## config.mk

```make
export PLATFORM = sky130hd
export DESIGN_NAME = bert_sync_controller
export DESIGN_NICKNAME = d
export VERILOG_FILES = /design/src/rtl/bert_sync_pkg.sv /design/src/rtl/bert_window_counter.sv /design/src/rtl/bert_sync_controller.sv
export SDC_FILE = /design/constraint.sdc
export NUM_CORES = 1
export LEC_CHECK = 0
export ABC_CLOCK_PERIOD_IN_PS = 4500
export BUFFER_PORTS_ARGS = -buffer_cell sky130_fd_sc_hd__buf_4
export CAP_MARGIN = 15
export CORE_MARGIN = 2
export CORE_UTILIZATION = 42
export CTS_BUF_LIST = sky130_fd_sc_hd__clkbuf_8
export DETAILED_ROUTE_END_ITERATION = 12
export PLACE_DENSITY = 0.67
export SLEW_MARGIN = 20
export SYNTH_ARGS = -nofsm -noshare
export SYNTH_HDL_FRONTEND = slang
export SYNTH_SLANG_ARGS = --single-unit
export TNS_END_PERCENT = 100
```

## constraint.sdc

```tcl
create_clock -name clock -period 4.5 [get_ports clock]
set_input_delay 0.45 -clock clock [delete_from_list [all_inputs] [get_ports clock]]
set_output_delay 0.45 -clock clock [all_outputs]
set_load 0.05 [all_outputs]
```

## src/rtl/bert_sync_pkg.sv

```systemverilog
// Shared state encoding and default configuration values for the BERT sync controller.
package bert_sync_pkg;

  typedef enum logic [1:0] {
    IDLE   = 2'd0,
    SEED   = 2'd1,
    VERIFY = 2'd2,
    LOCKED = 2'd3
  } sync_state_t;

  localparam int DEF_SEED_LENGTH  = 32;
  localparam int DEF_VERIFY_BITS  = 100;
  localparam int DEF_LOCK_THRESH  = 0;
  localparam int DEF_WINDOW_BITS  = 1000;
  localparam int DEF_LOSS_THRESH  = 5;
  localparam int DEF_LOSS_WINDOWS = 3;

endpackage

```

## src/rtl/bert_window_counter.sv

```systemverilog
// Bit/error counter pair for one acquisition or measurement window; flags the window's last bit.
module bert_window_counter #(
  parameter int CNT_W = 16
) (
  input  logic             clock,
  input  logic             reset_n,
  input  logic             clear,
  input  logic             count,
  input  logic             error,
  input  logic [CNT_W-1:0] limit,
  output logic [CNT_W-1:0] err_total,
  output logic             last
);

  logic [CNT_W-1:0] bit_cnt;
  logic [CNT_W-1:0] err_cnt;
  logic [CNT_W-1:0] limit_eff;

  // NOTE: sequential state uses non-blocking assignments so every flop samples pre-edge values.
  always_ff @(posedge clock) begin
    if (!reset_n || clear) begin
      bit_cnt <= '0;
      err_cnt <= '0;
    end else if (count) begin
      bit_cnt <= bit_cnt + 1'b1;
      err_cnt <= err_total;
    end
  end

  // err_total includes the current bit so the owner can judge a window on its final bit.
  always_comb begin
    limit_eff = (limit == '0) ? CNT_W'(1) : limit;
    err_total = (error && (err_cnt != '1)) ? err_cnt + 1'b1 : err_cnt;
    last      = (bit_cnt >= limit_eff - 1'b1);
  end

endmodule

```

## src/rtl/bert_sync_controller.sv

```systemverilog
// BERT pattern acquisition and lock-maintenance sequencer (IDLE -> SEED -> VERIFY -> LOCKED).
// Optional running totals are built when BERT_SYNC_TOTALS_EN is defined.
module bert_sync_controller
  import bert_sync_pkg::*;
#(
  parameter int CNT_W = 16,
  parameter int BAD_W = 4
) (
  input  logic             clock,
  input  logic             reset_n,
`ifdef BERT_SYNC_TOTALS_EN
  input  logic             totals_clear,
  output logic [31:0]      total_bits,
  output logic [31:0]      total_errors,
`endif
  input  logic             run,
  input  logic             enable,
  input  logic             error,
  input  logic             blackout,
  input  logic [CNT_W-1:0] seed_length,
  input  logic [CNT_W-1:0] verify_bits,
  input  logic [CNT_W-1:0] lock_thresh,
  input  logic [CNT_W-1:0] window_bits,
  input  logic [CNT_W-1:0] loss_thresh,
  input  logic [BAD_W-1:0] loss_windows,
  output logic             reload,
  output logic             lfsr_load,
  output logic             slip_enable,
  output logic             locked,
  output logic             lock_lost,
  output logic             window_done,
  output logic [CNT_W-1:0] window_errors
);

  sync_state_t      state, next_state;
  logic             bit_taken, cnt_error, cnt_clear, cnt_count, last;
  logic [CNT_W-1:0] limit, err_total, window_errors_d;
  logic [BAD_W-1:0] bad_cnt, bad_d, loss_eff;
  logic [BAD_W:0]   bad_inc;
  logic             reload_d, lock_lost_d, window_done_d;

  // Seeding shifts every strobe into the LFSR; only checked bits honour blackout and error.
  assign bit_taken = enable && ((state == SEED) || !blackout);
  assign cnt_error = error && (state != SEED);
  assign loss_eff  = (loss_windows == '0) ? BAD_W'(1) : loss_windows;
  assign bad_inc   = {1'b0, bad_cnt} + 1'b1;

  always_comb begin
    case (state)
      SEED:    limit = seed_length;
      VERIFY:  limit = verify_bits;
      default: limit = window_bits;
    endcase
  end

  bert_window_counter #(.CNT_W(CNT_W)) u_window (
    .clock     (clock),
    .reset_n   (reset_n),
    .clear     (cnt_clear),
    .count     (cnt_count),
    .error     (cnt_error),
    .limit     (limit),
    .err_total (err_total),
    .last      (last)
  );

  always_comb begin
    // NOTE: defaults first keep every path assigned, so no latch is inferred.
    next_state      = state;
    cnt_clear       = 1'b0;
    cnt_count       = 1'b0;
    reload_d        = 1'b0;
    lock_lost_d     = 1'b0;
    window_done_d   = 1'b0;
    window_errors_d = window_errors;
    bad_d           = bad_cnt;
    if (!run) begin
      next_state      = IDLE;
      cnt_clear       = 1'b1;
      bad_d           = '0;
      window_errors_d = '0;
    end else begin
      case (state)
        IDLE: begin
          next_state = SEED;
          reload_d   = 1'b1;
          cnt_clear  = 1'b1;
          bad_d      = '0;
        end
        SEED: if (bit_taken) begin
          if (last) begin
            next_state = VERIFY;
            cnt_clear  = 1'b1;
          end else begin
            cnt_count = 1'b1;
          end
        end
        VERIFY: if (bit_taken) begin
          // Too many errors abandons the seed even on the window's final bit.
          if (err_total > lock_thresh) begin
            next_state = SEED;
            reload_d   = 1'b1;
            cnt_clear  = 1'b1;
          end else if (last) begin
            next_state = LOCKED;
            cnt_clear  = 1'b1;
          end else begin
            cnt_count = 1'b1;
          end
        end
        LOCKED: if (bit_taken) begin
          if (last) begin
            cnt_clear       = 1'b1;
            window_done_d   = 1'b1;
            window_errors_d = err_total;
            if (err_total > loss_thresh) begin
              if (bad_inc >= {1'b0, loss_eff}) begin
                next_state  = SEED;
                lock_lost_d = 1'b1;
                reload_d    = 1'b1;
                bad_d       = '0;
              end else begin
                bad_d = bad_inc[BAD_W-1:0];
              end
            end else begin
              bad_d = '0;
            end
          end else begin
            cnt_count = 1'b1;
          end
        end
        default: next_state = IDLE;
      endcase
    end
  end

  always_ff @(posedge clock) begin
    if (!reset_n) begin
      state         <= IDLE;
      bad_cnt       <= '0;
      reload        <= 1'b0;
      lfsr_load     <= 1'b0;
      slip_enable   <= 1'b0;
      locked        <= 1'b0;
      lock_lost     <= 1'b0;
      window_done   <= 1'b0;
      window_errors <= '0;
    end else begin
      state         <= next_state;
      bad_cnt       <= bad_d;
      reload        <= reload_d;
      lfsr_load     <= (next_state == SEED);
      slip_enable   <= (next_state == LOCKED);
      locked        <= (next_state == LOCKED);
      lock_lost     <= lock_lost_d;
      window_done   <= window_done_d;
      window_errors <= window_errors_d;
    end
  end

`ifdef BERT_SYNC_TOTALS_EN
  always_ff @(posedge clock) begin
    if (!reset_n || totals_clear) begin
      total_bits   <= '0;
      total_errors <= '0;
    end else if (run && (state == LOCKED) && bit_taken) begin
      if (total_bits != '1) total_bits <= total_bits + 1'b1;
      if (error && (total_errors != '1)) total_errors <= total_errors + 1'b1;
    end
  end
`endif

endmodule

```

==> results of run 1 <==
what timing repair did:
action | 4_1_cts | 5_1_grt
setup buffers | 1 | 6
hold endpoints to repair | 0 | 0
gates cloned | 0 | 2
endpoints found under the setup margin | 56 | 59
resized for setup | 9 | 39
pin swaps | 4 | 11
where the power goes:
| part | leakage, nW | internal, mW | switching [mW] |
|---|---|---|---|
| registers | 0.477 | 0.523 | 0.00177 |
| clock network | 0.117 | 0.339 | 0.215 |
| logic | 2.32 | 0.144 | 0.127 |
| total | 2.91 | 1.01 | 0.344 |
area by class of cell:
class                      instances  area, µm²  area share
inverter                          52        200      0.0300
clock inverter                     5       76.3      0.0114
sequential                        59       1190       0.178
clock buffer                      11        151      0.0227
timing repair buffer             167       1350       0.202
tap                              140        175      0.0262
multi-input combinational        481       3540       0.530
layout by cell type, fill, tap and decap left out, drive strengths merged, types with 22 or more instances in the layout:
cell / instances
nor2: 79
nor3: 35
xnor2: 43
dfxtp: 59
a21oi: 41
nand2: 41
inv: 53
ha: 60
o21ai: 22
buf: 165
flip-flops by register name, indices dropped and copies added (netlist names):
signal            count
u_window.bit_cnt     16
bad_cnt               4
u_window.err_cnt     16
locked                1
window_errors        16
lfsr_load             1
lock_lost             1
state                 2
reload                1
window_done           1
critical path, delay by kind of cell, from the launching register on:
family	cells	cell delay, ns
buf+inv	4	0.51
compound gates	4	0.89
xor+xnor	1	0.14
flops	1	0.39
mux	1	0.23
simple gates	9	1.25
fa+ha+maj	3	0.87
synthesized netlist by cell type (9+ instances only):
cell     number
a21oi_1      40
a22o_1        9
a22oi_1      11
buf_2        14
dfxtp_1      59
ha_1         60
inv_1        51
nand2_1      41
nand3_1      14
nand4_1      18
nor2_1       78
nor3_1       32
nor4_1       10
o21ai_0      17
xnor2_1      42
kinds of logic (layout without fill, tap and decap cells):
| logic type | after synthesis | in the layout | synth area share |
|---|---|---|---|
| AND/OR/NAND/NOR | 243 | 243 | 0.254 |
| AO/OA/AOI/OAI | 118 | 118 | 0.164 |
| XOR/XNOR | 51 | 51 | 0.0951 |
| flip-flops | 59 | 59 | 0.247 |
| adder cells (fa/ha/maj) | 60 | 60 | 0.157 |
| buffers and inverters | 74 | 235 | 0.0634 |
| multiplexers | 9 | 9 | 0.0191 |
per-stage QoR:
| stage | setup WS (ns) | util | total power, mW | TNS (ns) |
|---|---|---|---|---|
| CTS | 0.00383 | 0.581 | 1.34 | 0 |
| finish | 0.161 | 0.608 | 1.35 | 0 |
| global placement | 0.0166 | 0.557 | 0.767 | 0 |
| floorplan | 0.0437 | - | 0.653 | 0 |
| detailed placement | -0.200 | 0.557 | 0.773 | -6.82 |
| global route | -0.117 | 0.608 | 1.42 | -1.76 |
per-layer routing:
| metal | track usage | part of all wire | vias up | wire length, µm |
|---|---|---|---|---|
| met2 | 0.362 | 0.50 | 94 | 6830 |
| li1 | - | - | 2482 | - |
| met3 | 0.0487 | 0.034 | 10 | 463 |
| met5 | 0 | 0 | - | 0 |
| met1 | 0.268 | 0.46 | 2254 | 6220 |
| met4 | 0.0558 | 0.0092 | 0 | 125 |
worst max-delay path by stage:
| stage | startpoint | depth (start not counted) | end |
|---|---|---|---|
| after floorplan | state[1] | 24 | bad_cnt[0] |
| after global placement | state[0] | 22 | bad_cnt[0] |
| after detailed placement | state[0] | 23 | lfsr_load |
| after CTS | state[1] | 21 | u_window.bit_cnt[11] |
| after global routing | state[0] | 22 | lfsr_load |
| final | state[0] | 22 | lfsr_load |
==> metrics, run 1 <==
FF-to-FF path depth=22; R2R Setup Slk=0.16 ns; crit-path max cell delay=0.41 ns; Critical-path top delay cell=a311o_1; Leakage=around 2.9 nW; clock-pin slew on the worst setup and hold paths=~0.070 ns; status=finished, final reports clean; Worst EP arrival=between 4 and 5 ns; synthesized flop and latch total=a little under 60; ys flop type=dfxtp_1; # nets final=roughly 900; Yosys top cell area share=0.247; DP Area=6110 µm²; endpoint class of the critical path=flop; 1st-iter DRT viols=between 200 and 250; EDFF count, synth=0; Die Span Y=111 µm; DRC=0; Non-Filler Instances=around 920; Worst Setup Start Kind=flop; Final Max Tran Viols=0; WS Path Type=flop to flop; CTS tree=built; most frequent CP cell=nand4_1; final wirelength=about 14000 µm; post-route antenna net violation count=0; Period minus WS final=around 4.3 ns; largest net degree at the start of global routing=33; synth unique cells=63; Yosys warning count=0; PwrDens=approximately 200 nW/µm²; WP data required=4.79 ns; cell depth of the worst min-delay path=2; Hold Path Class=flop to flop; vias in the first global route=about 4600; DR pass1 iterations=8; RSZ-0062 raised after global routing=true; synth top area cells=dfxtp_1 25%, ha_1 16%, xnor2_1 7.7%, nor2_1 6.1%, a21oi_1 4.2%; Slew HR=0.488; Die ar.=between 10000 and 15000 µm²; Fin. Hold Viols=0; Inst Count DP=890; H-tree Lvls=3; worst-skew pair later-pin latency=about 0.35 ns; Core Area=about 11000 µm²; synthesized area=about 4800 µm²; # IOs=around 110; WHS Endpoint=window_errors[11]; final period utilization=0.964; Synth-to-Final Area Change=39.7%; cells after synthesis=614; Reg2Reg Launch Point=state[0]; clk buf depth=2; GRT Total Usage=0.212; initial antenna violation count=0; WL per Instance=14.9 µm; Clock Skew=roughly 0.0094 ns; worst slew pin tran=around 0.77 ns; I/O Buffers=approximately 110; syn_area_per_cell=between 7 and 8 µm²; Inserted Clock Buffers=9; Reg-to-Reg End=lfsr_load; GR Overflow Total=0; Crit Path Max Fanout=7; leading area contributor after synthesis=dfxtp_1; crit path cell chain=inv_4 > ha_4 > buf_12 > mux2i_4 > nand4_1 > nor3_2 > nor3b_4 > a21boi_2 > ha_2 > nand3_4 > nor4_4 > xnor2_1 > ha_1 > nand4_1 > buf_4 > a211oi_4 > nand2b_1 > o21ai_4 > buf_6 > nand4_1 > a311o_1 > nor2b_1; Mapped Nets=764; first-pass GRT wire length=between 20000 and 25000 µm; RD Place Congestion=0.914; Via density=~5.3; DR vias=~4800; Setup violations, final=0; number of fill cells=980; maximum capacitance violations=0; fmax=between 200 and 250 MHz; die width=about 110 µm; peak supply drop=approximately 0.24 mV; share of cells above drive strength 1=0.305; Initial Util=0.435; hold_ws=0.501 ns; Hold-fix buffers, CTS=0; Antenna diodes=0; register area share after synthesis=0.247; Detail Placement HPWL=between 10000 and 15000 µm; Design Area, Final=about 6700 µm²; ys async rst share=0; Std-Cell Rows=38; HP Start=window_errors[11]; Root Driver=clkbuf_8; Clock Sink Count=a little under 60
Note: power is estimated with default switching activity, not from simulation.
==> inputs of run 2 (changes only) <==
--- a/config.mk
+++ b/config.mk
@@ -5,7 +5,7 @@
 export SDC_FILE = /design/constraint.sdc
 export NUM_CORES = 1
 export LEC_CHECK = 0
-export ABC_CLOCK_PERIOD_IN_PS = 4500
+export ABC_CLOCK_PERIOD_IN_PS = 3600
 export BUFFER_PORTS_ARGS = -buffer_cell sky130_fd_sc_hd__buf_4
 export CAP_MARGIN = 15
 export CORE_MARGIN = 2
==> constraint.sdc (replaced) <==
create_clock -name clock -period 3.6 [get_ports clock]
set_input_delay 0.36 -clock clock [delete_from_list [all_inputs] [get_ports clock]]
set_output_delay 0.36 -clock clock [all_outputs]
set_load 0.05 [all_outputs]
==> metrics, run 2 (synthesis results as in run 1) <==
Clock Skew=0.0120 ns (+0.00257 ns); Logic pwr share=0.202 (about the same); PwrDens=231 nW/µm² (+14%); fmax=234 MHz (+1.5%); crit-path max cell delay=0.36 ns (-0.05 ns); Period minus WS final=4.28 ns (-0.0622 ns); Root Driver=clkbuf_8; Clock Sink Count=59 (unchanged); maximum capacitance violations=0 (unchanged); sw frac=0.260 (+0.00519); Non-Filler Instances=984 (+7.5%); GRT Total Usage=0.230 (+0.0178); initial antenna violation count=0 (unchanged); met2 usage=0.398 (+0.0352); Inst Count DP=950 (+6.7%); Fin. Hold Viols=0 (unchanged); status=finished with violations; # nets final=989 (+7.5%); CTS tree=built; Leakage=3.32 nW (+14%); Detail Placement HPWL=11100 µm (+4.2%); Critical-path top delay cell=dfxtp_4; worst slew pin tran=0.998 ns (+0.233 ns); Worst EP arrival=4.57 ns (-0.06 ns); clk buf depth=2 (unchanged); Final Max Tran Viols=0 (unchanged); failing checks=negative setup slack; Seq pwr share=0.372 (-0.017); Crit Path Max Fanout=7 (unchanged); Die Span Y=111 µm (unchanged); 1st-iter DRT viols=196 (-16%); Std-Cell Rows=38 (unchanged); GR peak layer=met2; WP data required=3.90 ns (-0.89 ns); WL per Instance=14.9 µm (+0.34%); most frequent cells in the layout=220 x buf_4, 57 x dfxtp_1, 56 x ha_1; Antenna diodes=0 (unchanged); endpoint class of the critical path=flop; I/O Buffers=111 (unchanged); met1 usage=0.289 (+0.0206); Hold-fix buffers, CTS=0 (unchanged); Hold Path Class=primary input to flop; most common cell after layout, fill and taps aside=buf_4; DRC=0 (unchanged); Buf/Inv on CP=2 (-2); WS Path Type=flop to flop; DR vias=5190 (+7.2%); Inserted Clock Buffers=9 (unchanged); Clk network pwr share=0.426 (+0.016); Setup violations, final=59 (+59); final period utilization=1.19 (+0.224); Die ar.=12200 µm² (unchanged); Initial Util=0.435 (unchanged); # IOs=112 (unchanged); RD Place Congestion=0.823 (-9.9%); crit path cell chain=buf_12 > ha_4 > a22o_1 > mux2i_2 > nand4_1 > nor3_2 > nor3b_4 > a21boi_2 > ha_4 > nand3_4 > nor3_4 > nand3_1 > xnor2_1 > ha_1 > nand4_1 > a211oi_2 > nand2b_1 > o21ai_4 > buf_6 > nand4_1 > nor2_2 > mux2_4; share of cells above drive strength 1=0.438 (+0.134); top flop regs=u_window.bit_cnt: 16 flops, u_window.err_cnt: 16 flops, window_errors: 16 flops; H-tree Lvls=3 (unchanged); vias in the first global route=5073 (+9.9%); setup ws final=-0.677 ns (-0.838 ns); first-pass GRT wire length=23500 µm (+8.8%); Worst Setup Start Kind=flop; Core Area=11000 µm² (unchanged); final setup TNS=-33.58 ns (-33.58 ns); GR Util met3=0.0465 (-0.00219); CP delay by family, top=simple AND/OR/NAND/NOR gates; P_sw=0.458 mW (+33%); Via density=5.27 (-0.29%); peak supply drop=0.191 mV (-20%); largest net degree at the start of global routing=25 (-24%); DP Area=6650 µm² (+8.7%); Design Area, Final=7630 µm² (+14%); Synth-to-Final Area Change=59.6%; worst-skew pair later-pin latency=0.36 ns (about the same); Pint=1.30 mW (+29%); GR Overflow Total=0 (unchanged); post-route antenna net violation count=0 (unchanged); final core utilization=0.694 (+0.0867); Slew HR=0.333 (-0.156); DR pass1 iterations=4 (-4); final wirelength=14700 µm (+7.9%); clock-pin slew on the worst setup and hold paths=0.06 ns (about the same); die width=111 µm (unchanged); RSZ-0062 raised after global routing=true; most frequent CP cell=nand4_1
-- run 2: cell count changes in the layout (fill, tap and decap cells not counted), moves of 7 or more --
| cell | previous run | this run |
|---|---|---|
| nor2_1 | 77 | 48 |
| buf_4 | 159 | 220 |
| nor2_4 | 0 | 17 |
| nor4_1 | 9 | 2 |
| nor3_2 | 5 | 15 |
| nor3_1 | 29 | 17 |
| nor2_2 | 2 | 14 |
-- run 2: power groups by stage --
| stage | clock network, mW | registers, mW | logic, mW |
|---|---|---|---|
| 6_report | 0.750 | 0.656 | 0.356 |
| 5_1_grt | 0.787 | 0.655 | 0.389 |
| 4_1_cts | 0.761 | 0.656 | 0.340 |
| 3_5_place_dp | 0 | 0.671 | 0.322 |
| 3_3_place_gp | 0 | 0.671 | 0.314 |
| 2_1_floorplan | 0 | 0.676 | 0.159 |
-- run 2: final cells by class --
cell class	instances	area (µm²)
flip-flops and latches	59	1190
fillers	860	3360
repair buffers	235	1910
multi-input cells	482	3920
clock buffers	9	124
clock inverters	7	116
well taps	140	175
inverters	52	200
-- run 2: routing by layer --
metal	up-vias	share of wire
li1	2633	-
met1	2435	0.45
met2	96	0.50
met3	26	0.029
met4	0	0.023
met5	-	0
-- run 2: worst paths after layout --
check	start	cells after the start	slack, ns	end
worst max-delay path	state[1]	22	-0.68	bad_cnt[0]
worst min-delay path	run	4	0.49	locked
worst max register to register	state[1]	22	-0.68	bad_cnt[0]
worst min register to register	window_errors[12]	2	0.50	window_errors[12]
-- run 2: timing repair --
action                                 CTS  global route
gates cloned                             2             2
setup endpoints to repair               59            59
pin swaps                               22            28
resized for setup                       50            66
endpoints found under the hold margin    0             0
buffers inserted                         7             8
-- run 2: stage by stage --
step	hold WS [ns]	power (mW)	setup WS, ns
floorplan	0.467	0.835	-0.528
global placement	0.487	0.985	-0.503
detailed placement	0.491	0.993	-0.644
CTS	0.466	1.76	-0.605
global route	0.511	1.83	-0.958
finish	0.495	1.76	-0.677
-- run 2: worst min-delay path: cells and delay by family --
kind	cells	cell delay [ns]
compound gates	1	0.11
simple gates	2	0.20
buf+inv	1	0.12
==> inputs of run 3 (changes only) <==
--- a/config.mk
+++ b/config.mk
@@ -5,14 +5,13 @@
 export SDC_FILE = /design/constraint.sdc
 export NUM_CORES = 1
 export LEC_CHECK = 0
-export ABC_CLOCK_PERIOD_IN_PS = 3600
+export ABC_CLOCK_PERIOD_IN_PS = 4800
 export BUFFER_PORTS_ARGS = -buffer_cell sky130_fd_sc_hd__buf_4
 export CAP_MARGIN = 15
 export CORE_MARGIN = 2
 export CORE_UTILIZATION = 42
 export CTS_BUF_LIST = sky130_fd_sc_hd__clkbuf_8
 export DETAILED_ROUTE_END_ITERATION = 12
-export PLACE_DENSITY = 0.67
 export SLEW_MARGIN = 20
 export SYNTH_ARGS = -nofsm -noshare
 export SYNTH_HDL_FRONTEND = slang
==> constraint.sdc (replaced) <==
create_clock -name clock -period 4.8 [get_ports clock]
set_input_delay 0.48 -clock clock [delete_from_list [all_inputs] [get_ports clock]]
set_output_delay 0.48 -clock clock [all_outputs]
set_load 0.05 [all_outputs]
==> metrics, run 3 (synthesis results as in run 1) <==
1st-iter DRT viols=237 (+21%); PwrDens=175 nW/µm² (-24%); Worst Setup Start Kind=flop; Std-Cell Rows=38 (unchanged); GR Overflow Total=0 (unchanged); RD Place Congestion=0.831 (+0.95%); WL per Instance=14.4 µm (-3.7%); Initial Util=0.435 (unchanged); worst slew pin tran=0.778 ns (-0.221 ns); worst-skew pair later-pin latency=0.35 ns (about the same); DR pass1 iterations=4 (unchanged); DP Area=5920 µm² (-11%); status=finished, final reports clean; Inserted Clock Buffers=9 (unchanged); top flop regs=u_window.bit_cnt: 16 flops, u_window.err_cnt: 16 flops, window_errors: 16 flops; dpl ws=0.0681 ns (+0.712 ns); Leakage=2.71 nW (-18%); WS Path Type=flop to flop; R2R Setup Slk=0.33 ns (+1.01 ns); final period utilization=0.930 (-0.258); P_sw=0.301 mW (-34%); crit-path max cell delay=0.51 ns (+0.15 ns); Via density=5.28 (+0.18%); Seq pwr share=0.456 (+0.084); Antenna diodes=0 (unchanged); Hold-fix buffers, CTS=0 (unchanged); post-route antenna net violation count=0 (unchanged); setup ws final=0.335 ns (+1.01 ns); endpoint class of the critical path=flop; Crit Path Max Fanout=19 (+12); share of cells above drive strength 1=0.248 (-0.191); Pint=0.778 mW (-40%); most common cell after layout, fill and taps aside=buf_4; Period minus WS final=4.47 ns (+0.188 ns); Clk network pwr share=0.344 (-0.082); initial antenna violation count=0 (unchanged); Hold Path Class=flop to flop; final setup TNS=0 ns (+33.58 ns); DR vias=4687 (-9.7%); Clock Sink Count=59 (unchanged); crit path cell chain=inv_1 > ha_1 > buf_12 > a22o_1 > mux2i_2 > nand4_1 > nor3_2 > nor3b_2 > a21boi_2 > ha_2 > nand3_2 > nor3_4 > nand3_1 > xnor2_1 > ha_1 > nand4_1 > inv_1 > a21oi_2 > o211ai_1 > or2_1 > or4_1 > a21oi_1; die width=111 µm (unchanged); Design Area, Final=6160 µm² (-19%); Detail Placement HPWL=10300 µm (-6.7%); GRT Total Usage=0.208 (-0.0217); final core utilization=0.561 (-0.134); H-tree Lvls=3 (unchanged); maximum capacitance violations=0 (unchanged); Root Driver=clkbuf_8; Fin. Hold Viols=0 (unchanged); I/O Buffers=111 (unchanged); largest net degree at the start of global routing=33 (+32%); final wirelength=12800 µm (-13%); peak supply drop=0.229 mV (+20%); hold_ws=0.496 ns (+0.00183 ns); clk buf depth=2 (unchanged); fmax=224 MHz (-4.2%); Buf/Inv on CP=3 (+1); Logic pwr share=0.199 (-0.003); CP delay by family, top=simple AND/OR/NAND/NOR gates; Setup violations, final=0 (-100%); Die ar.=12200 µm² (unchanged); Slew HR=0.468 (+0.135); Die Span Y=111 µm (unchanged); Critical-path top delay cell=or4_1; # IOs=112 (unchanged); vias in the first global route=4550 (-10%); Clock Skew=0.00511 ns (-0.00684 ns); WP data required=5.08 ns (+1.18 ns); first-pass GRT wire length=21300 µm (-9.3%); Core Area=11000 µm² (unchanged); clock-pin slew on the worst setup and hold paths=0.07 ns (about the same); Final Max Tran Viols=0 (unchanged); # nets final=892 (-9.8%); CTS tree=built; Synth-to-Final Area Change=28.9%; Worst EP arrival=4.75 ns (+0.18 ns); DRC=0 (unchanged); sw frac=0.279 (+0.0190); most frequent cells in the layout=135 x buf_4, 78 x nor2_1, 59 x ha_1
-- run 3: cell count changes in the layout (fill, tap and decap cells not counted), sizes merged --
cell,before,now
bufinv,3,0
clkinvlp,1,0
nand2,42,41
clkbuf,10,9
buf,234,139
inv,52,56
-- run 3: power groups by stage --
| stage | combinational [mW] | sequential (mW) | clock [mW] |
|---|---|---|---|
| floorplan | 0.103 | 0.507 | 0 |
| global placement | 0.204 | 0.503 | 0 |
| detailed placement | 0.207 | 0.503 | 0 |
| CTS | 0.208 | 0.492 | 0.388 |
| global route | 0.240 | 0.492 | 0.408 |
| finish | 0.215 | 0.492 | 0.372 |
-- run 3: timing repair --
| action | in CTS | in global routing |
|---|---|---|
| setup endpoints to repair | 0 | 58 |
| resized for setup | 0 | 19 |
| setup buffers | 0 | 1 |
-- run 3: layout make-up --
cell class                      count  area [µm²]
Sequential cell                    59        1180
Clock buffer                        9         124
Fill cell                        1062        4820
Timing Repair Buffer              139        1080
Inverter                           52         195
Tap cell                          140         175
Multi-Input combinational cell    481        3370
Clock inverter                      7        30.0
-- run 3: routing by layer --
layer	vias up	track usage	wire length (µm)	part of all wire
met1	2186	0.279	6150	0.48
li1	2432	-	-	-
met4	0	0.0383	82	0.0064
met3	8	0.0426	428	0.034
met2	61	0.349	6110	0.48
met5	-	0	0	0
-- run 3: path summary, 6_finish.rpt --
| kind | start | depth (start not counted) | endpoint |
|---|---|---|---|
| worst max-delay path | state[1] | 22 | u_window.bit_cnt[11] |
| worst min-delay path | window_errors[12] | 2 | window_errors[12] |
| worst max register to register | state[1] | 22 | u_window.bit_cnt[11] |
| worst min register to register | window_errors[12] | 2 | window_errors[12] |
-- run 3: worst min-delay path: stages (launching register included) --
cell	delay, ns
dfxtp_1	0.31
nor2_1	0.09
nor3_1	0.05
-- run 3: through the flow --
stage | cells | power [mW]
finish | 887 | 1.08
global route | 887 | 1.14
CTS | 886 | 1.09
detailed placement | 870 | 0.710
global placement | 870 | 0.708
floorplan | 614 | 0.610
